$ cat src/rtl/hop_sel_if.sv
// Slot-level handshake and control-word bundle between the hop control word
// generator (master) and the hop selection kernel (slave).
interface hop_sel_if;
    logic        hop_start_p;
    logic        afh_en;
    logic [4:0]  x;
    logic        y1;
    logic [5:0]  y2;
    logic [4:0]  a;
    logic [3:0]  b;
    logic [4:0]  c;
    logic [8:0]  d;
    logic [6:0]  e;
    logic [6:0]  f;
    logic [6:0]  fprime;
    logic [6:0]  regi_afh_n;
    logic [78:0] regi_chan_map;
    logic        busy;
    logic        hop_valid_p;
    logic [6:0]  hop_chan;
    logic        afh_remap;
    logic        afh_err;

    modport master (
        output hop_start_p, afh_en, x, y1, y2, a, b, c, d, e, f, fprime,
               regi_afh_n, regi_chan_map,
        input  busy, hop_valid_p, hop_chan, afh_remap, afh_err
    );

    modport slave (
        input  hop_start_p, afh_en, x, y1, y2, a, b, c, d, e, f, fprime,
               regi_afh_n, regi_chan_map,
        output busy, hop_valid_p, hop_chan, afh_remap, afh_err
    );
endinterface

$ cat src/rtl/hop_sel_kernel.sv
// Hop selection kernel: ADD/XOR/PERM5/ADD mod 79 basic channel selection with
// optional adaptive remap of unused channels onto the used-channel list.
module hop_sel_kernel #(
    parameter int unsigned AFH_N_MIN = 20
) (
    input  logic     clk_6M,
    input  logic     rstz,
    hop_sel_if.slave bus
);

    localparam logic [6:0] LP_N_MIN   = 7'(AFH_N_MIN);
    localparam logic [6:0] LP_LAST_J  = 7'd78;

    typedef enum logic [2:0] {
        S_IDLE   = 3'd0,
        S_CALC   = 3'd1,
        S_MAP    = 3'd2,
        S_AFHMOD = 3'd3,
        S_SCAN   = 3'd4,
        S_DONE   = 3'd5
    } state_t;

    function automatic logic [4:0] swap_bits(input logic [4:0] v, input logic [2:0] i,
                                             input logic [2:0] j, input logic en);
        logic [4:0] r;
        r = v;
        if (en) begin
            r[i] = v[j];
            r[j] = v[i];
        end else begin
            r = v;
        end
        return r;
    endfunction

    // Butterfly stages applied from P13 down to P0.
    function automatic logic [4:0] perm5(input logic [4:0] z, input logic [13:0] p);
        logic [4:0] v;
        v = z;
        v = swap_bits(v, 3'd1, 3'd2, p[13]);
        v = swap_bits(v, 3'd0, 3'd3, p[12]);
        v = swap_bits(v, 3'd1, 3'd3, p[11]);
        v = swap_bits(v, 3'd2, 3'd4, p[10]);
        v = swap_bits(v, 3'd0, 3'd3, p[9]);
        v = swap_bits(v, 3'd1, 3'd4, p[8]);
        v = swap_bits(v, 3'd3, 3'd4, p[7]);
        v = swap_bits(v, 3'd0, 3'd2, p[6]);
        v = swap_bits(v, 3'd1, 3'd3, p[5]);
        v = swap_bits(v, 3'd0, 3'd4, p[4]);
        v = swap_bits(v, 3'd3, 3'd4, p[3]);
        v = swap_bits(v, 3'd1, 3'd2, p[2]);
        v = swap_bits(v, 3'd2, 3'd3, p[1]);
        v = swap_bits(v, 3'd0, 3'd1, p[0]);
        return v;
    endfunction

    function automatic logic [6:0] mod79(input logic [8:0] s);
        logic [8:0] r;
        if (s >= 9'd237) begin
            r = s - 9'd237;
        end else if (s >= 9'd158) begin
            r = s - 9'd158;
        end else if (s >= 9'd79) begin
            r = s - 9'd79;
        end else begin
            r = s;
        end
        return 7'(r);
    endfunction

    // Register-bank order: evens 0..78 first, then odds 1..77.
    function automatic logic [6:0] bank_chan(input logic [6:0] k);
        logic [5:0] h;
        logic [6:0] t;
        if (k < 7'd40) begin
            t = {k[5:0], 1'b0};
        end else begin
            h = 6'(k - 7'd40);
            t = {h, 1'b1};
        end
        return t;
    endfunction

    state_t      r_state;
    state_t      w_state_nxt;

    logic [4:0]  r_x;
    logic        r_y1;
    logic [5:0]  r_y2;
    logic [4:0]  r_a;
    logic [3:0]  r_b;
    logic [4:0]  r_c;
    logic [8:0]  r_d;
    logic [6:0]  r_e;
    logic [6:0]  r_f;
    logic [6:0]  r_fp;
    logic        r_afh_en;
    logic [6:0]  r_afh_n;

    logic [8:0]  r_s;
    logic [8:0]  r_sn;
    logic [6:0]  r_fk;
    logic [6:0]  r_j;
    logic [6:0]  r_cnt;

    logic        r_busy;
    logic        r_hop_valid_p;
    logic [6:0]  r_hop_chan;
    logic        r_afh_remap;
    logic        r_afh_err;

    logic [4:0]  w_z_sum;
    logic [4:0]  w_z;
    logic [13:0] w_p;
    logic [4:0]  w_perm;
    logic [6:0]  w_fk;
    logic        w_fk_used;
    logic [6:0]  w_scan_ch;
    logic        w_scan_used;
    logic        w_sn_ge_n;
    logic        w_go_done;
    logic [6:0]  w_done_chan;
    logic        w_done_remap;
    logic        w_done_err;

    assign w_z_sum     = r_x + r_a;
    assign w_z         = {w_z_sum[4], w_z_sum[3:0] ^ r_b};
    assign w_p         = {r_d, r_c ^ {5{r_y1}}};
    assign w_perm      = perm5(w_z, w_p);
    assign w_fk        = bank_chan(mod79(r_s));
    assign w_fk_used   = bus.regi_chan_map[w_fk];
    assign w_scan_ch   = bank_chan(r_j);
    assign w_scan_used = bus.regi_chan_map[w_scan_ch];
    assign w_sn_ge_n   = (r_sn >= {2'b00, r_afh_n});

    // Next-state selection and the result to publish on entry to DONE.
    always_comb begin
        w_state_nxt  = r_state;
        w_done_chan  = r_fk;
        w_done_remap = 1'b0;
        w_done_err   = 1'b0;
        case (r_state)
            S_IDLE: begin
                if (bus.hop_start_p) begin
                    w_state_nxt = S_CALC;
                end else begin
                    w_state_nxt = S_IDLE;
                end
            end
            S_CALC: begin
                w_state_nxt = S_MAP;
            end
            S_MAP: begin
                w_done_chan = w_fk;
                if (!r_afh_en || w_fk_used) begin
                    w_state_nxt = S_DONE;
                end else if (r_afh_n < LP_N_MIN) begin
                    w_state_nxt = S_DONE;
                    w_done_err  = 1'b1;
                end else begin
                    w_state_nxt = S_AFHMOD;
                end
            end
            S_AFHMOD: begin
                if (w_sn_ge_n) begin
                    w_state_nxt = S_AFHMOD;
                end else begin
                    w_state_nxt = S_SCAN;
                end
            end
            S_SCAN: begin
                if (w_scan_used && ({2'b00, r_cnt} == r_sn)) begin
                    w_state_nxt  = S_DONE;
                    w_done_chan  = w_scan_ch;
                    w_done_remap = 1'b1;
                end else if (r_j == LP_LAST_J) begin
                    w_state_nxt = S_DONE;
                    w_done_err  = 1'b1;
                end else begin
                    w_state_nxt = S_SCAN;
                end
            end
            S_DONE: begin
                w_state_nxt = S_IDLE;
            end
            default: begin
                w_state_nxt = S_IDLE;
            end
        endcase
    end

    assign w_go_done = (w_state_nxt == S_DONE);

    // State register.
    always_ff @(posedge clk_6M or negedge rstz) begin
        if (!rstz) begin
            r_state <= S_IDLE;
        end else begin
            r_state <= w_state_nxt;
        end
    end

    // Input capture and per-state datapath registers.
    always_ff @(posedge clk_6M or negedge rstz) begin
        if (!rstz) begin
            r_x      <= 5'd0;
            r_y1     <= 1'b0;
            r_y2     <= 6'd0;
            r_a      <= 5'd0;
            r_b      <= 4'd0;
            r_c      <= 5'd0;
            r_d      <= 9'd0;
            r_e      <= 7'd0;
            r_f      <= 7'd0;
            r_fp     <= 7'd0;
            r_afh_en <= 1'b0;
            r_afh_n  <= 7'd0;
            r_s      <= 9'd0;
            r_sn     <= 9'd0;
            r_fk     <= 7'd0;
            r_j      <= 7'd0;
            r_cnt    <= 7'd0;
        end else begin
            case (r_state)
                S_IDLE: begin
                    if (bus.hop_start_p) begin
                        r_x      <= bus.x;
                        r_y1     <= bus.y1;
                        r_y2     <= bus.y2;
                        r_a      <= bus.a;
                        r_b      <= bus.b;
                        r_c      <= bus.c;
                        r_d      <= bus.d;
                        r_e      <= bus.e;
                        r_f      <= bus.f;
                        r_fp     <= bus.fprime;
                        r_afh_en <= bus.afh_en;
                        r_afh_n  <= bus.regi_afh_n;
                    end
                end
                S_CALC: begin
                    r_s  <= {4'd0, w_perm} + {2'd0, r_e} + {2'd0, r_f}  + {3'd0, r_y2};
                    r_sn <= {4'd0, w_perm} + {2'd0, r_e} + {2'd0, r_fp} + {3'd0, r_y2};
                end
                S_MAP: begin
                    r_fk  <= w_fk;
                    r_j   <= 7'd0;
                    r_cnt <= 7'd0;
                end
                S_AFHMOD: begin
                    if (w_sn_ge_n) begin
                        r_sn <= r_sn - {2'b00, r_afh_n};
                    end
                end
                S_SCAN: begin
                    r_j <= r_j + 7'd1;
                    if (w_scan_used) begin
                        r_cnt <= r_cnt + 7'd1;
                    end
                end
                default: begin
                    r_j <= r_j;
                end
            endcase
        end
    end

    // Registered outputs; results load on the edge that enters DONE.
    always_ff @(posedge clk_6M or negedge rstz) begin
        if (!rstz) begin
            r_busy        <= 1'b0;
            r_hop_valid_p <= 1'b0;
            r_hop_chan    <= 7'd0;
            r_afh_remap   <= 1'b0;
            r_afh_err     <= 1'b0;
        end else begin
            r_busy        <= (w_state_nxt != S_IDLE);
            r_hop_valid_p <= w_go_done;
            if (w_go_done) begin
                r_hop_chan  <= w_done_chan;
                r_afh_remap <= w_done_remap;
                r_afh_err   <= w_done_err;
            end
        end
    end

    assign bus.busy        = r_busy;
    assign bus.hop_valid_p = r_hop_valid_p;
    assign bus.hop_chan    = r_hop_chan;
    assign bus.afh_remap   = r_afh_remap;
    assign bus.afh_err     = r_afh_err;

endmodule

$ cat src/flat_wrapper.sv
// flat-port wrapper written by rule: the top's interface ports become plain ports
module hop_sel_kernel_flat 
#(
    parameter int unsigned AFH_N_MIN = 20
)
  (clk_6M, rstz, bus_hop_start_p, bus_afh_en, bus_x, bus_y1, bus_y2, bus_a, bus_b, bus_c, bus_d, bus_e, bus_f, bus_fprime, bus_regi_afh_n, bus_regi_chan_map, bus_busy, bus_hop_valid_p, bus_hop_chan, bus_afh_remap, bus_afh_err);
  hop_sel_if bus_i ();
  input  logic clk_6M;
  input  logic rstz;
  input wire logic [$bits(bus_i.hop_start_p)-1:0] bus_hop_start_p;
  input wire logic [$bits(bus_i.afh_en)-1:0] bus_afh_en;
  input wire logic [$bits(bus_i.x)-1:0] bus_x;
  input wire logic [$bits(bus_i.y1)-1:0] bus_y1;
  input wire logic [$bits(bus_i.y2)-1:0] bus_y2;
  input wire logic [$bits(bus_i.a)-1:0] bus_a;
  input wire logic [$bits(bus_i.b)-1:0] bus_b;
  input wire logic [$bits(bus_i.c)-1:0] bus_c;
  input wire logic [$bits(bus_i.d)-1:0] bus_d;
  input wire logic [$bits(bus_i.e)-1:0] bus_e;
  input wire logic [$bits(bus_i.f)-1:0] bus_f;
  input wire logic [$bits(bus_i.fprime)-1:0] bus_fprime;
  input wire logic [$bits(bus_i.regi_afh_n)-1:0] bus_regi_afh_n;
  input wire logic [$bits(bus_i.regi_chan_map)-1:0] bus_regi_chan_map;
  output wire logic [$bits(bus_i.busy)-1:0] bus_busy;
  output wire logic [$bits(bus_i.hop_valid_p)-1:0] bus_hop_valid_p;
  output wire logic [$bits(bus_i.hop_chan)-1:0] bus_hop_chan;
  output wire logic [$bits(bus_i.afh_remap)-1:0] bus_afh_remap;
  output wire logic [$bits(bus_i.afh_err)-1:0] bus_afh_err;
  assign bus_i.hop_start_p = bus_hop_start_p;
  assign bus_i.afh_en = bus_afh_en;
  assign bus_i.x = bus_x;
  assign bus_i.y1 = bus_y1;
  assign bus_i.y2 = bus_y2;
  assign bus_i.a = bus_a;
  assign bus_i.b = bus_b;
  assign bus_i.c = bus_c;
  assign bus_i.d = bus_d;
  assign bus_i.e = bus_e;
  assign bus_i.f = bus_f;
  assign bus_i.fprime = bus_fprime;
  assign bus_i.regi_afh_n = bus_regi_afh_n;
  assign bus_i.regi_chan_map = bus_regi_chan_map;
  assign bus_busy = bus_i.busy;
  assign bus_hop_valid_p = bus_i.hop_valid_p;
  assign bus_hop_chan = bus_i.hop_chan;
  assign bus_afh_remap = bus_i.afh_remap;
  assign bus_afh_err = bus_i.afh_err;
  hop_sel_kernel #(.AFH_N_MIN(AFH_N_MIN)) u_core (.clk_6M(clk_6M), .rstz(rstz), .bus(bus_i));
endmodule
$ cat config.mk
export PLATFORM = sky130hd
export DESIGN_NAME = hop_sel_kernel_flat
export DESIGN_NICKNAME = d
export VERILOG_FILES = /design/src/rtl/hop_sel_if.sv /design/src/rtl/hop_sel_kernel.sv /design/src/flat_wrapper.sv
export SDC_FILE = /design/constraint.sdc
export NUM_CORES = 1
export LEC_CHECK = 0
export BUFFER_PORTS_ARGS = -buffer_cell sky130_fd_sc_hd__buf_2
export CAP_MARGIN = 5
export CORE_MARGIN = 2
export CORE_UTILIZATION = 43
export DETAILED_ROUTE_END_ITERATION = 12
export GPL_ROUTABILITY_DRIVEN = 0
export PLACE_DENSITY = 0.68
export SYNTH_ARGS = -nofsm -noshare
export SYNTH_HDL_FRONTEND = slang
export SYNTH_SLANG_ARGS = --single-unit
$ cat constraint.sdc
create_clock -name clk_6M -period 7.3 [get_ports clk_6M]
set_input_delay 1.825 -clock clk_6M [delete_from_list [all_inputs] [get_ports clk_6M]]
set_output_delay 1.825 -clock clk_6M [all_outputs]
set_load 0.1 [all_outputs]
Word level (Yosys, flattened, before mapping)
Index checks and enable logic that the tools add are counted.

Flip-flop bits (word level): 117. Bits of input ports: 146. Output and inout port bits: 11.

Add/sub/neg operators: 14. Magnitude comparators: 9. Equal/unequal tests: 9. Mux-type cells: 52. Bitwise logic cells: 2. Reduce and logical (&&, ||, !) cells: 10.

Operators by type and width (number): 7-bit two-way mux (7); 7-bit case mux with 2 select lines (3); 1-bit two-way mux (26); 9-bit by 6-bit adder with 9-bit output (2); 9-bit by 7-bit adder with 9-bit output (2); 9-bit by 8-bit >= comparator with 1-bit output (second input constant) (2); 9-bit case mux with 2 select lines (1); 7-bit by 8-bit less-than comparator with 1-bit output (second input constant) (2); 3-bit case mux with 5 select lines (1); 7-bit by 1-bit adder with 7-bit output (second input constant) (2); 1-bit binary-select mux with 7-bit select (2); 7-bit by 6-bit less-than comparator with 1-bit output (second input constant) (2); 7-bit subtractor (second input constant) (2); 2-bit two-way mux (6); 3-bit two-way mux (4); 6-bit subtractor (second input constant) (2); 7-bit by 9-bit equality test with 1-bit output (1); 9-bit by 7-bit >= comparator with 1-bit output (1); 9-bit by 7-bit >= comparator with 1-bit output (second input constant) (1); 9-bit two-way mux (1); 9-bit by 7-bit subtractor with 9-bit output (1); 5-bit by 7-bit adder with 8-bit output (1); 7-bit equality test (second input constant) (1); 7-bit by 5-bit less-than comparator with 1-bit output (second input constant) (1); 16 further kinds (22).

Longest topological paths before layout
Gate-level depths: netlist of the first run.

Depth after elaboration: 13. Mapped depth: 29. Gate-level depth less buffers: 29.

Least setup slack after synthesis of the first run
Ideal clock, no wire load.

Path type: reg2reg. Start: register u_core.r_a[0]. End: register u_core.r_sn[7]. Library setup time: 134 ps. Arrival time: 5308 ps. Required time: 7166 ps. Path slack: 1858 ps. Cell stages (with the launch flop): 29. Buffers on the path: 0. Cells stage by stage: dfrtp_1 -> ha_1 -> fa_1 -> xnor3_1 -> nand2_1 -> o21ai_0 -> nor2_1 -> a21oi_1 -> nor2_1 -> a311oi_1 -> o32ai_1 -> mux2_2 -> mux2_2 -> ha_1 -> inv_1 -> fa_1 -> fa_1 -> inv_1 -> ha_1 -> inv_1 -> fa_1 -> inv_1 -> a21oi_1 -> o21bai_1 -> a21o_1 -> a21oi_1 -> xnor2_1 -> a21oi_1 -> o22ai_1.

Word-level cells in the longest chain between the ends: 13.

Ends and longest elaborated chain: start: declaration (RTL line hop_sel_kernel.sv:90) `logic [4:0] r_a;`; start signal: assignment (RTL line hop_sel_kernel.sv:230) `r_a <= bus.a;`; 5-bit adder * (RTL line hop_sel_kernel.sv:126) `assign w_z_sum = r_x + r_a;`; 4-bit bitwise XOR (RTL line hop_sel_kernel.sv:127) `assign w_z = {w_z_sum[4], w_z_sum[3:0] ^ r_b};`; 1-bit two-way mux or 2-bit two-way mux (tied branches) (RTL line hop_sel_kernel.sv:27) `if (en) begin`; 1-bit two-way mux (2 in a row) (RTL line hop_sel_kernel.sv:27); 2-bit two-way mux or 1-bit two-way mux (tied branches) (RTL line hop_sel_kernel.sv:27); 1-bit two-way mux (RTL line hop_sel_kernel.sv:27); 2-bit two-way mux (2 in a row) (RTL line hop_sel_kernel.sv:27); 5-bit by 7-bit adder with 8-bit output * (RTL line hop_sel_kernel.sv:243) `r_sn <= {4'd0, w_perm} + {2'd0, r_e} + {2'd0, r_fp} + {3'd0, r_y2};`; 9-bit by 7-bit adder with 9-bit output * (RTL line hop_sel_kernel.sv:243); 9-bit by 6-bit adder with 9-bit output * (RTL line hop_sel_kernel.sv:243); 9-bit case mux with 2 select lines * (RTL line hop_sel_kernel.sv:224) `case (r_state)`; end signal: assignment (RTL line hop_sel_kernel.sv:243); end signal: assignment (RTL line hop_sel_kernel.sv:252) `r_sn <= r_sn - {2'b00, r_afh_n};`; end: declaration (RTL line hop_sel_kernel.sv:101) `logic [8:0] r_sn;`.

Mark *: on every way between the ends. The rest lies on a longest branch, timed or not. A chain may end at the register's enable or synchronous reset.

Worst setup path in the final report of the first run
Start: register u_core.r_s[1]. End: register u_core.r_hop_chan[2], in the netlist u_core.bus.hop_chan[2].

Word-level cells in the longest chain between the ends: 12.

Ends and longest elaborated chain: start: declaration (RTL line hop_sel_kernel.sv:100) `logic [8:0] r_s;`; start signal: assignment (RTL line hop_sel_kernel.sv:242) `r_s <= {4'd0, w_perm} + {2'd0, r_e} + {2'd0, r_f} + {3'd0, r_y2};`; 9-bit by 7-bit >= comparator with 1-bit output or 7-bit subtractor (tied branches) (RTL line hop_sel_kernel.sv:63, hop_sel_kernel.sv:64); 7-bit two-way mux (RTL line hop_sel_kernel.sv:63) `end else if (s >= 9'd79) begin`; 7-bit two-way mux (RTL line hop_sel_kernel.sv:61) `end else if (s >= 9'd158) begin`; 7-bit two-way mux * (RTL line hop_sel_kernel.sv:59) `if (s >= 9'd237) begin`; 6-bit subtractor or 7-bit by 6-bit less-than comparator with 1-bit output (tied branches) (RTL line hop_sel_kernel.sv:78, hop_sel_kernel.sv:75); 7-bit two-way mux * (RTL line hop_sel_kernel.sv:75) `if (k < 7'd40) begin`; 1-bit binary-select mux with 7-bit select (RTL line hop_sel_kernel.sv:131) `assign w_fk_used = bus.regi_chan_map[w_fk];`; 1-bit two-way mux (implied by the code) (RTL line hop_sel_kernel.sv:131); 1-bit logical OR (RTL line hop_sel_kernel.sv:155) `if (!r_afh_en || w_fk_used) begin`; 3-bit two-way mux (RTL line hop_sel_kernel.sv:155); 3-bit case mux with 5 select lines (RTL line hop_sel_kernel.sv:142) `case (r_state)`; 3-bit equality test (RTL line hop_sel_kernel.sv:192) `assign w_go_done = (w_state_nxt == S_DONE);`; end signal: assignment (RTL line hop_sel_kernel.sv:280) `r_hop_chan <= w_done_chan;`; end: declaration (RTL line hop_sel_kernel.sv:108) `logic [6:0] r_hop_chan;`.

Mark *: on every way between the ends. The rest lies on a longest branch, timed or not. The select of a mux whose other input is x is not followed.

==> impl_metrics.env, run 1 <==
export IMPL_outcome="complete, no violations"
export IMPL_fin_crit_ns=5.94
export IMPL_die_area_sq_um=23600
export IMPL_synth_top_cell_area_share_pct=30.4
export IMPL_cts_inserted_buffers=17
export IMPL_tns_ns=0
export IMPL_start_util_pct=44.0
export IMPL_post_cts_resized=0
export IMPL_ctsRootBufferMaster="clkbuf_16"
export IMPL_rows=54
export IMPL_drt_total_wl_um=25800
export IMPL_synth_fp_nets=1244
export IMPL_areaGrowthSynthToFinish_pct=16.1
export IMPL_grt_max_degree=87
export IMPL_crit_end="u_core.bus.hop_chan[2]"
export IMPL_max_stage_delay_ns=0.59
export IMPL_avgSynthCellArea_sq_um=9.30
export IMPL_arrival_ns=6.24
export IMPL_htree_levels=4
export IMPL_die_width_um=154
export IMPL_dr_pass1_iters=5
export IMPL_ys_warn_count=0
export IMPL_grt_pass1_wl_um=42500
export IMPL_cp_max_fo=14
export IMPL_dp_cells=1424
export IMPL_drive_gt1_share_pct=27.0
export IMPL_crit_chain="inv_1 -> ha_1 -> a211oi_2 -> or3_1 -> a21oi_1 -> or4_1 -> nand2_1 -> ha_1 -> a221oi_2 -> a41oi_2 -> nand2_2 -> a2111oi_0 -> o41ai_2 -> o41ai_2 -> a31oi_4 -> o22ai_4 -> mux2_4"
export IMPL_cts_sinks=117
export IMPL_period_share_pct=81.4
export IMPL_rr_worst_depth=17
export IMPL_slew_headroom_pct=25.1
export IMPL_die_h_um=154
export IMPL_viasPerCell=5.86
export IMPL_clock_latency_ns=0.42
export IMPL_fin_nets=1370
export IMPL_cpMaxStageDelayCell="or4_1"
export IMPL_synth_seq_area_share_pct=30.4
export IMPL_r2r_slack_ns=1.36
export IMPL_synth_area_top_cells="dfrtp_1 30%, mux2_2 7.2%, ha_1 5.7%"
export IMPL_cap_viol_max_count=0
export IMPL_ctsHoldBuffers=0
export IMPL_synth_edf_count=0
export IMPL_ios=157
export IMPL_synthArstFlopShare_pct=100
export IMPL_r2r_end="u_core.bus.hop_chan[2]"
export IMPL_ant_nets=0
export IMPL_setup_viol=0
export IMPL_post_dp_hpwl_um=19500
export IMPL_grtUsageTotal_pct=22.0
export IMPL_drv_slew=0
export IMPL_synth_top_flop_cell="dfrtp_1"
export IMPL_grt_pass1_vias=8274
export IMPL_syn_inst=1037
export IMPL_vias=8531
export IMPL_postCtsSetupBuffers=0
export IMPL_min_path_cells=2
export IMPL_drt_first_iter_violations=742
export IMPL_diodes=0
export IMPL_fp_coreArea_sq_um=21900
export IMPL_tightest_slew_ns=1.12
export IMPL_yosys_area_top_type="dfrtp_1"
export IMPL_timing_fmax_mhz=168
export IMPL_port_buffers=156
export IMPL_hold_path_class="reg -> reg"
export IMPL_drc=0
export IMPL_netlist_cell_type_count=97
export IMPL_critical_path_class="reg -> reg"
export IMPL_antenna_found_initial=0
export IMPL_cts_tree="done"
export IMPL_crit_required_ns=7.60
export IMPL_clk_pin_slew_worst_paths_ns=0.06
export IMPL_hold_viol=0
export IMPL_routedWlPerCell_um=17.7
export IMPL_rr_startpoint="u_core.r_s[1]"
export IMPL_cts_buffer_depth=2
export IMPL_synth_area_sq_um=9640
export IMPL_fin_skew_ns=0.0108
export IMPL_startpoint_type="register"
export IMPL_timing_hold_ws_ns=0.472
export IMPL_cp_end_kind="register"
export IMPL_ys_ff_latch=117
export IMPL_final_cells=1456
export IMPL_rsz0062_at_grt="no"
export IMPL_crit_path_start="u_core.r_s[1]"
export IMPL_grt_ovfl_total=0
sequential cells by signal (all words and copies together) (netlist names), 6 cells and up:
signal               cells
u_core.bus.hop_chan      7
u_core.r_afh_n           7
u_core.r_cnt             7
u_core.r_d               9
u_core.r_e               7
u_core.r_f               7
u_core.r_fk              7
u_core.r_fp              7
u_core.r_j               7
u_core.r_s               9
u_core.r_sn              9
u_core.r_y2              6
layout by cell type (no fill, tap or decap), types with 5 or more instances in the layout:
cell,instances
nand2b_1,8
mux2_2,62
mux2i_1,14
o2111ai_1,6
a31oi_1,10
nor3_1,12
clkbuf_16,17
xor2_1,16
a21boi_0,5
o32ai_1,7
nor2_1,54
mux4_2,19
a311oi_1,5
inv_6,5
a21o_1,16
o21ai_0,80
dfrtp_1,117
xnor2_1,29
o21bai_1,5
a211oi_1,7
nand3_1,25
o211ai_1,18
and2_1,12
fa_1,17
o31ai_1,6
ha_1,44
buf_2,155
a32oi_1,5
buf_4,8
nor2b_1,6
nand4_1,14
and3_1,6
a21oi_1,54
inv_1,83
nand2_1,103
mux2_4,6
cells by family (layout without fill, tap and decap cells):
group / count (synthesis) / after routing / share of synthesized area (%)
AOI/OAI and AO/OA: 292 / 292 / 21.4
muxes: 103 / 103 / 14.4
and+or+nand+nor: 276 / 276 / 14.1
DFF: 117 / 117 / 30.4
xor gates and xnor gates: 46 / 46 / 4.32
adders and majority gates: 61 / 61 / 9.24
buffers and inverters: 142 / 281 / 6.18
how the worst min path moves through the flow:
stage | to | start
3_3_place_gp | u_core.r_fk[3] | u_core.r_fk[3]
5_1_grt | u_core.r_fk[0] | u_core.r_fk[0]
4_1_cts | u_core.r_fk[3] | u_core.r_fk[3]
2_1_floorplan | u_core.r_fk[6] | u_core.r_fk[6]
6_report | u_core.r_fk[3] | u_core.r_fk[3]
3_5_place_dp | u_core.r_fk[6] | u_core.r_fk[6]
Yosys cell counts (all sizes together) (6+ instances only):
cell type	n
and2	13
nor3	14
o32ai	8
xor2	16
nand3	26
mux4	19
clkbuf	35
a2111oi	6
a21oi	54
buf	21
inv	84
o31ai	6
dfrtp	117
nand4	14
nor2	56
o21ai	84
and3	7
ha	44
o211ai	18
a211oi	12
a31oi	12
a21boi	9
o2111ai	6
a21o	16
mux2	69
mux2i	15
nand2b	8
nor2b	6
fa	17
nand2	104
xnor2	29
layout make-up:
class,instances,area [sq um]
Clock buffer,19,443
Clock inverter,13,193
Fill cell,2064,10700
Inverter,86,323
Multi-Input combinational cell,778,6120
Sequential cell,117,2930
Tap cell,280,350
Timing Repair Buffer,163,836
critical path: cells and delay by family, from the launching register on:
kind                       cells  cell delay (ns)
adders and majority gates      2             0.49
and+or+nand+nor                4             1.38
buffers and inverters          1             0.20
AOI/OAI and AO/OA              9             2.87
muxes                          1             0.34
DFF                            1             0.54
stage by stage:
stage	area, sq um	setup slack, ns	utilization [%]
CTS	11200	1.36	51.1
finish	11200	1.36	51.1
floorplan	9640	1.86	-
detailed placement	10600	1.41	48.2
global placement	10600	1.51	48.2
global route	11200	0.807	51.1
layer usage:
metal / GRT usage, % / vias up / wire (um)
met2: 35.2 / 345 / 11800
met1: 30.3 / 4102 / 11600
met5: 0 / - / 0
li1: - / 4024 / -
met4: 7.30 / 0 / 646
met3: 4.06 / 60 / 1740
Power of run 1 is left out: the tool's default activity adds up to more than one toggle a clock period on the data nets, which glitch-free logic cannot reach.
==> run 2, diff against run 1 <==
--- a/config.mk
+++ b/config.mk
@@ -5,13 +5,14 @@
 export SDC_FILE = /design/constraint.sdc
 export NUM_CORES = 1
 export LEC_CHECK = 0
+export ABC_AREA = 1
 export BUFFER_PORTS_ARGS = -buffer_cell sky130_fd_sc_hd__buf_2
 export CAP_MARGIN = 5
 export CORE_MARGIN = 2
 export CORE_UTILIZATION = 43
 export DETAILED_ROUTE_END_ITERATION = 12
 export GPL_ROUTABILITY_DRIVEN = 0
-export PLACE_DENSITY = 0.68
+export PLACE_DENSITY = 0.7
 export SYNTH_ARGS = -nofsm -noshare
 export SYNTH_HDL_FRONTEND = slang
 export SYNTH_SLANG_ARGS = --single-unit
==> constraint.sdc (replaced) <==
create_clock -name clk_6M -period 4.8 [get_ports clk_6M]
set_input_delay 1.2 -clock clk_6M [delete_from_list [all_inputs] [get_ports clk_6M]]
set_output_delay 1.2 -clock clk_6M [all_outputs]
set_load 0.1 [all_outputs]
==> impl_metrics.env, run 2 <==
export IMPL_fin_skew_ns=0.00660
export IMPL_synthMuxAreaShare_pct=4.93
export IMPL_crit_required_ns=5.08
export IMPL_diodes=0
export IMPL_r2r_end="u_core.r_sn[7]"
export IMPL_ctsRootBufferMaster="clkbuf_16"
export IMPL_synth_xor_area_share_pct=3.47
export IMPL_worstHoldEndpoint="u_core.bus.hop_chan[5]"
export IMPL_grt_pass1_wl_um=42200
export IMPL_die_h_um=151
export IMPL_synth_top_family_by_area="simple AND/OR/NAND/NOR gates"
export IMPL_largest_registers="u_core.r_d: 9 flops, u_core.r_s: 9 flops, u_core.r_sn: 9 flops"
export IMPL_min_from="u_core.bus.hop_chan[5]"
export IMPL_synth_most_common_cell="nand2_1"
export IMPL_cts_buffer_depth=2
export IMPL_fin_ws_ns=-0.745
export IMPL_cts_tree="done"
export IMPL_routedWlPerCell_um=15.2
export IMPL_setup_viol=13
export IMPL_synth_top_flop_cell="dfrtp_1"
export IMPL_drt_total_wl_um=26000
export IMPL_synth_area_top_cells="dfrtp_1 31%, nand2_1 9.8%, nand3_1 7.7%"
export IMPL_tightest_slew_ns=0.800
export IMPL_final_common_cell="nand2_1"
export IMPL_dr_pass1_iters=5
export IMPL_max_stage_delay_ns=0.48
export IMPL_grt_pass1_vias=8861
export IMPL_die_area_sq_um=22900
export IMPL_cap_viol_max_count=0
export IMPL_r2r_slack_ns=-0.74
export IMPL_grtUsageTotal_pct=22.9
export IMPL_viasPerCell=5.38
export IMPL_areaGrowthSynthToFinish_pct=23.3
export IMPL_path_buf_inv=7
export IMPL_port_buffers=156
export IMPL_ios=157
export IMPL_ant_nets=0
export IMPL_outcome="complete, but fails checks"
export IMPL_arrival_ns=5.82
export IMPL_rsz0062_at_grt="yes"
export IMPL_final_cell_mix="234 x nand2_1, 155 x buf_2, 148 x inv_1"
export IMPL_ys_ff_latch=117
export IMPL_cpMaxStageDelayCell="fa_1"
export IMPL_drive_gt1_share_pct=27.8
export IMPL_seqCellArea_sq_um=2930
export IMPL_critical_path_class="reg -> reg"
export IMPL_cts_inserted_buffers=17
export IMPL_grt_ovfl_total=0
export IMPL_period_share_pct=116
export IMPL_hold_viol=0
export IMPL_drc=0
export IMPL_slew_headroom_pct=46.7
export IMPL_cp_end_kind="register"
export IMPL_nFillCells=1947
export IMPL_drv_slew=0
export IMPL_htree_levels=4
export IMPL_synthArstFlopShare_pct=100
export IMPL_synth_top_cell_area_share_pct=31.4
export IMPL_ys_top_cells_by_count="243 x nand2_1, 158 x inv_1, 143 x nand3_1"
export IMPL_post_dp_hpwl_um=18800
export IMPL_fin_nets=1631
export IMPL_multi_input_area_sq_um=5880
export IMPL_cpMostUsedCell="o21ai_2"
export IMPL_design_area_sq_um=11500
export IMPL_hold_path_class="reg -> reg"
export IMPL_synth_area_sq_um=9310
export IMPL_synth_edf_count=0
export IMPL_syn_inst=1257
export IMPL_grt_max_degree=63
export IMPL_cts_sinks=117
export IMPL_synth_fa_ha_area_share_pct=9.57
export IMPL_avgSynthCellArea_sq_um=7.41
export IMPL_violations="setup timing"
export IMPL_placed_area_sq_um=10500
export IMPL_vias=9202
export IMPL_crit_family="adder cells"
export IMPL_netlist_cell_type_count=53
export IMPL_drt_first_iter_violations=582
export IMPL_fp_coreArea_sq_um=21200
export IMPL_rows=53
export IMPL_yosys_area_top_type="dfrtp_1"
export IMPL_rr_startpoint="u_core.r_a[0]"
export IMPL_synth_compound_area_share_pct=13.4
export IMPL_synth_simple_area_share_pct=27.6
export IMPL_timing_fmax_mhz=180
export IMPL_startpoint_type="register"
export IMPL_start_util_pct=44.0
export IMPL_ctsHoldBuffers=0
export IMPL_clk_pin_slew_worst_paths_ns=0.06
export IMPL_ys_warn_count=0
export IMPL_cp_max_fo=2
export IMPL_antenna_found_initial=0
export IMPL_synth_fp_nets=1464
export IMPL_rr_worst_depth=37
export IMPL_min_path_cells=2
export IMPL_die_width_um=151
export IMPL_fin_crit_ns=5.54
export IMPL_clock_latency_ns=0.42
export IMPL_synth_seq_area_share_pct=31.4
-- run 2: cell count changes after synthesis, moves of 19 or more --
| cell | before | now |
|---|---|---|
| mux2_2 | 62 | 39 |
| nor2_1 | 54 | 100 |
| nand2_1 | 103 | 243 |
| nand3_1 | 25 | 143 |
| nand3b_1 | 3 | 23 |
| inv_1 | 83 | 158 |
| mux4_2 | 19 | 0 |
-- run 2: how the worst max path moves through the flow --
| stage | start | end | slack, ns | cells past startpoint |
|---|---|---|---|---|
| global placement | u_core.r_x[0] | u_core.r_s[7] | -0.34 | 33 |
| detailed placement | u_core.r_x[0] | u_core.r_s[7] | -0.49 | 33 |
| floorplan | u_core.r_x[0] | u_core.r_sn[7] | -0.10 | 37 |
| finish | u_core.r_a[0] | u_core.r_sn[7] | -0.74 | 37 |
| CTS | u_core.r_a[0] | u_core.r_s[7] | -0.40 | 32 |
| global route | u_core.r_x[0] | u_core.r_sn[7] | -1.11 | 37 |
-- run 2: cell type report --
type                       count  share of cell area (%)
sequential                   117                    25.5
multi-input combinational    920                    51.2
timing repair buffer         195                    9.43
tap                          275                    3.00
inverter                     173                    5.65
clock buffer                  17                    3.70
clock inverter                15                    1.56
-- run 2: cells by family after synthesis --
group	after synthesis
compound gates	216
fa+ha+maj	61
buf+inv	220
simple gates	566
mux	41
xor+xnor	36
flops	117
-- run 2: metal layers --
metal  track usage [%]  part of all wire (%)
met5                 0                     0
met4              7.29                   2.1
met3              3.98                   7.2
met2              39.7                    48
met1              29.1                    43
-- run 2: tightest hold or removal path, cell delays in order (launching register included) --
cell	delay, ns
dfrtp_1	0.35
nand2_2	0.05
nand2_1	0.05
-- run 2: through the flow --
step | hold slack (ns) | util [%] | setup TNS [ns] | cells | setup slack [ns]
2_1_floorplan | 0.458 | - | -0.179 | 1257 | -0.103
3_3_place_gp | 0.464 | 49.6 | -1.98 | 1670 | -0.340
3_5_place_dp | 0.468 | 49.6 | -3.49 | 1670 | -0.491
4_1_cts | 0.484 | 53.1 | -2.78 | 1705 | -0.400
5_1_grt | 0.500 | 54.3 | -9.45 | 1712 | -1.11
6_report | 0.479 | 54.3 | -5.10 | 1712 | -0.745
-- run 2: repair_timing --
item,CTS,global route
setup buffers,3,8
pin swaps,33,39
gates resized for setup,33,59
setup endpoints to repair,13,14
Power of run 2 is left out for the same reason.
==> run 3, diff against run 2 <==
--- a/config.mk
+++ b/config.mk
@@ -5,7 +5,6 @@
 export SDC_FILE = /design/constraint.sdc
 export NUM_CORES = 1
 export LEC_CHECK = 0
-export ABC_AREA = 1
 export BUFFER_PORTS_ARGS = -buffer_cell sky130_fd_sc_hd__buf_2
 export CAP_MARGIN = 5
 export CORE_MARGIN = 2
==> impl_metrics.env, run 3 (synthesized netlist as in run 1, its figures left out) <==
export IMPL_outcome="complete, but fails checks"
export IMPL_violations="setup timing"
export IMPL_fin_skew_ns=0.0169
export IMPL_ios=157
export IMPL_fp_coreArea_sq_um=21900
export IMPL_fin_util_pct=56.9
export IMPL_cts_buffer_depth=2
export IMPL_ant_nets=0
export IMPL_die_area_sq_um=23600
export IMPL_port_buffers=156
export IMPL_grt_max_degree=86
export IMPL_rsz0062_at_grt="yes"
export IMPL_vias=8978
export IMPL_period_share_pct=113
export IMPL_arrival_ns=5.73
export IMPL_cts_tree="done"
export IMPL_post_dp_hpwl_um=21000
export IMPL_fin_crit_ns=5.43
export IMPL_cp_end_kind="register"
export IMPL_grtUsageTotal_pct=23.3
export IMPL_grt_pass1_wl_um=45000
export IMPL_drt_first_iter_violations=687
export IMPL_routedWlPerCell_um=17.8
export IMPL_timing_fmax_mhz=184
export IMPL_rows=54
export IMPL_critical_path_class="reg -> reg"
export IMPL_drive_gt1_share_pct=38.4
export IMPL_crit_required_ns=5.09
export IMPL_drv_slew=0
export IMPL_drc=0
export IMPL_hold_path_class="reg -> reg"
export IMPL_viasPerCell=5.78
export IMPL_largest_registers="u_core.r_d: 9 flops, u_core.r_s: 9 flops, u_core.r_sn: 9 flops"
export IMPL_final_common_cell="buf_2"
export IMPL_tightest_slew_ns=1.08
export IMPL_grt_ovfl_total=0
export IMPL_fin_nets=1468
export IMPL_cp_max_fo=4
export IMPL_final_cell_mix="155 x buf_2, 116 x dfrtp_1, 102 x nand2_1"
export IMPL_fin_ws_ns=-0.635
export IMPL_dr_pass1_iters=7
export IMPL_cts_sinks=117
export IMPL_hold_viol=0
export IMPL_ctsRootBufferMaster="clkbuf_16"
export IMPL_clk_pin_slew_worst_paths_ns=0.06
export IMPL_areaGrowthSynthToFinish_pct=29.2
export IMPL_htree_levels=4
export IMPL_clock_latency_ns=0.42
export IMPL_setup_viol=14
export IMPL_met2_length_um=13400
export IMPL_antenna_found_initial=0
export IMPL_routed_top_layer="met4"
export IMPL_start_util_pct=44.0
export IMPL_cap_viol_max_count=0
export IMPL_die_width_um=154
export IMPL_slew_headroom_pct=27.7
export IMPL_diodes=0
export IMPL_die_h_um=154
export IMPL_wl_met1_um=11900
export IMPL_cts_inserted_buffers=17
export IMPL_met3_length_um=1740
export IMPL_drt_total_wl_um=27700
export IMPL_r2r_slack_ns=-0.63
export IMPL_startpoint_type="register"
export IMPL_grt_pass1_vias=8926
run 3: repair_timing:
action                     in CTS  in global routing
gates resized for setup        25                 47
hold buffers                    0                  0
hold endpoints to repair        0                  0
setup endpoints to repair      14                 24
buffers inserted                7                 16
pin swaps                      19                 26
run 3: final cells by class:
cell class	count	area (sq um)
inverter	86	323
fill	1951	9440
timing repair buffer	261	1640
tap	280	350
sequential	117	2930
multi-input combinational	778	6600
clock inverter	13	173
clock buffer	19	443
run 3: metal layers:
layer,GRT usage (%),vias up
li1,-,4227
met1,31.2,4309
met2,38.4,382
met3,3.41,60
met4,8.48,0
met5,0,-
run 3: per-stage QoR:
| step | worst slack (ns) | hold WS, ns | instance area (sq um) | setup TNS [ns] | instances |
|---|---|---|---|---|---|
| floorplan | -0.333 | 0.435 | 9810 | -1.32 | 1037 |
| global placement | -0.484 | 0.448 | 11300 | -4.15 | 1499 |
| detailed placement | -0.638 | 0.463 | 11300 | -6.36 | 1499 |
| CTS | -0.622 | 0.478 | 12100 | -6.12 | 1538 |
| global route | -0.888 | 0.491 | 12500 | -10.03 | 1554 |
| finish | -0.635 | 0.481 | 12500 | -6.65 | 1554 |
run 3: worst max-delay path, stage by stage (launching register included):
cell,delay (ns)
dfrtp_1,0.38
ha_2,0.20
fa_2,0.55
xor2_2,0.09
o21ai_2,0.17
nor2_2,0.08
a21oi_4,0.18
nor2_2,0.05
a311oi_2,0.26
o32ai_2,0.13
mux2_4,0.30
mux2_4,0.28
ha_4,0.16
inv_2,0.05
fa_2,0.45
fa_1,0.44
inv_1,0.07
ha_2,0.18
inv_2,0.04
fa_2,0.36
inv_2,0.07
a21oi_2,0.05
o21bai_1,0.17
buf_4,0.15
xnor2_2,0.09
o21ai_1,0.07
mux2_4,0.27
run 3: worst paths after layout:
kind | startpoint | to | cells after the start
hold reg to reg | u_core.r_fk[4] | u_core.r_fk[4] | 2
min in group asynchronous | rstz | u_core.r_d[1] | 1
max in group asynchronous | rstz | u_core.r_state[1] | 2
setup / recovery | u_core.r_x[0] | u_core.r_sn[5] | 26
setup reg to reg | u_core.r_x[0] | u_core.r_sn[5] | 26
hold / removal | u_core.r_fk[4] | u_core.r_fk[4] | 2
Power of run 3 is left out for the same reason.
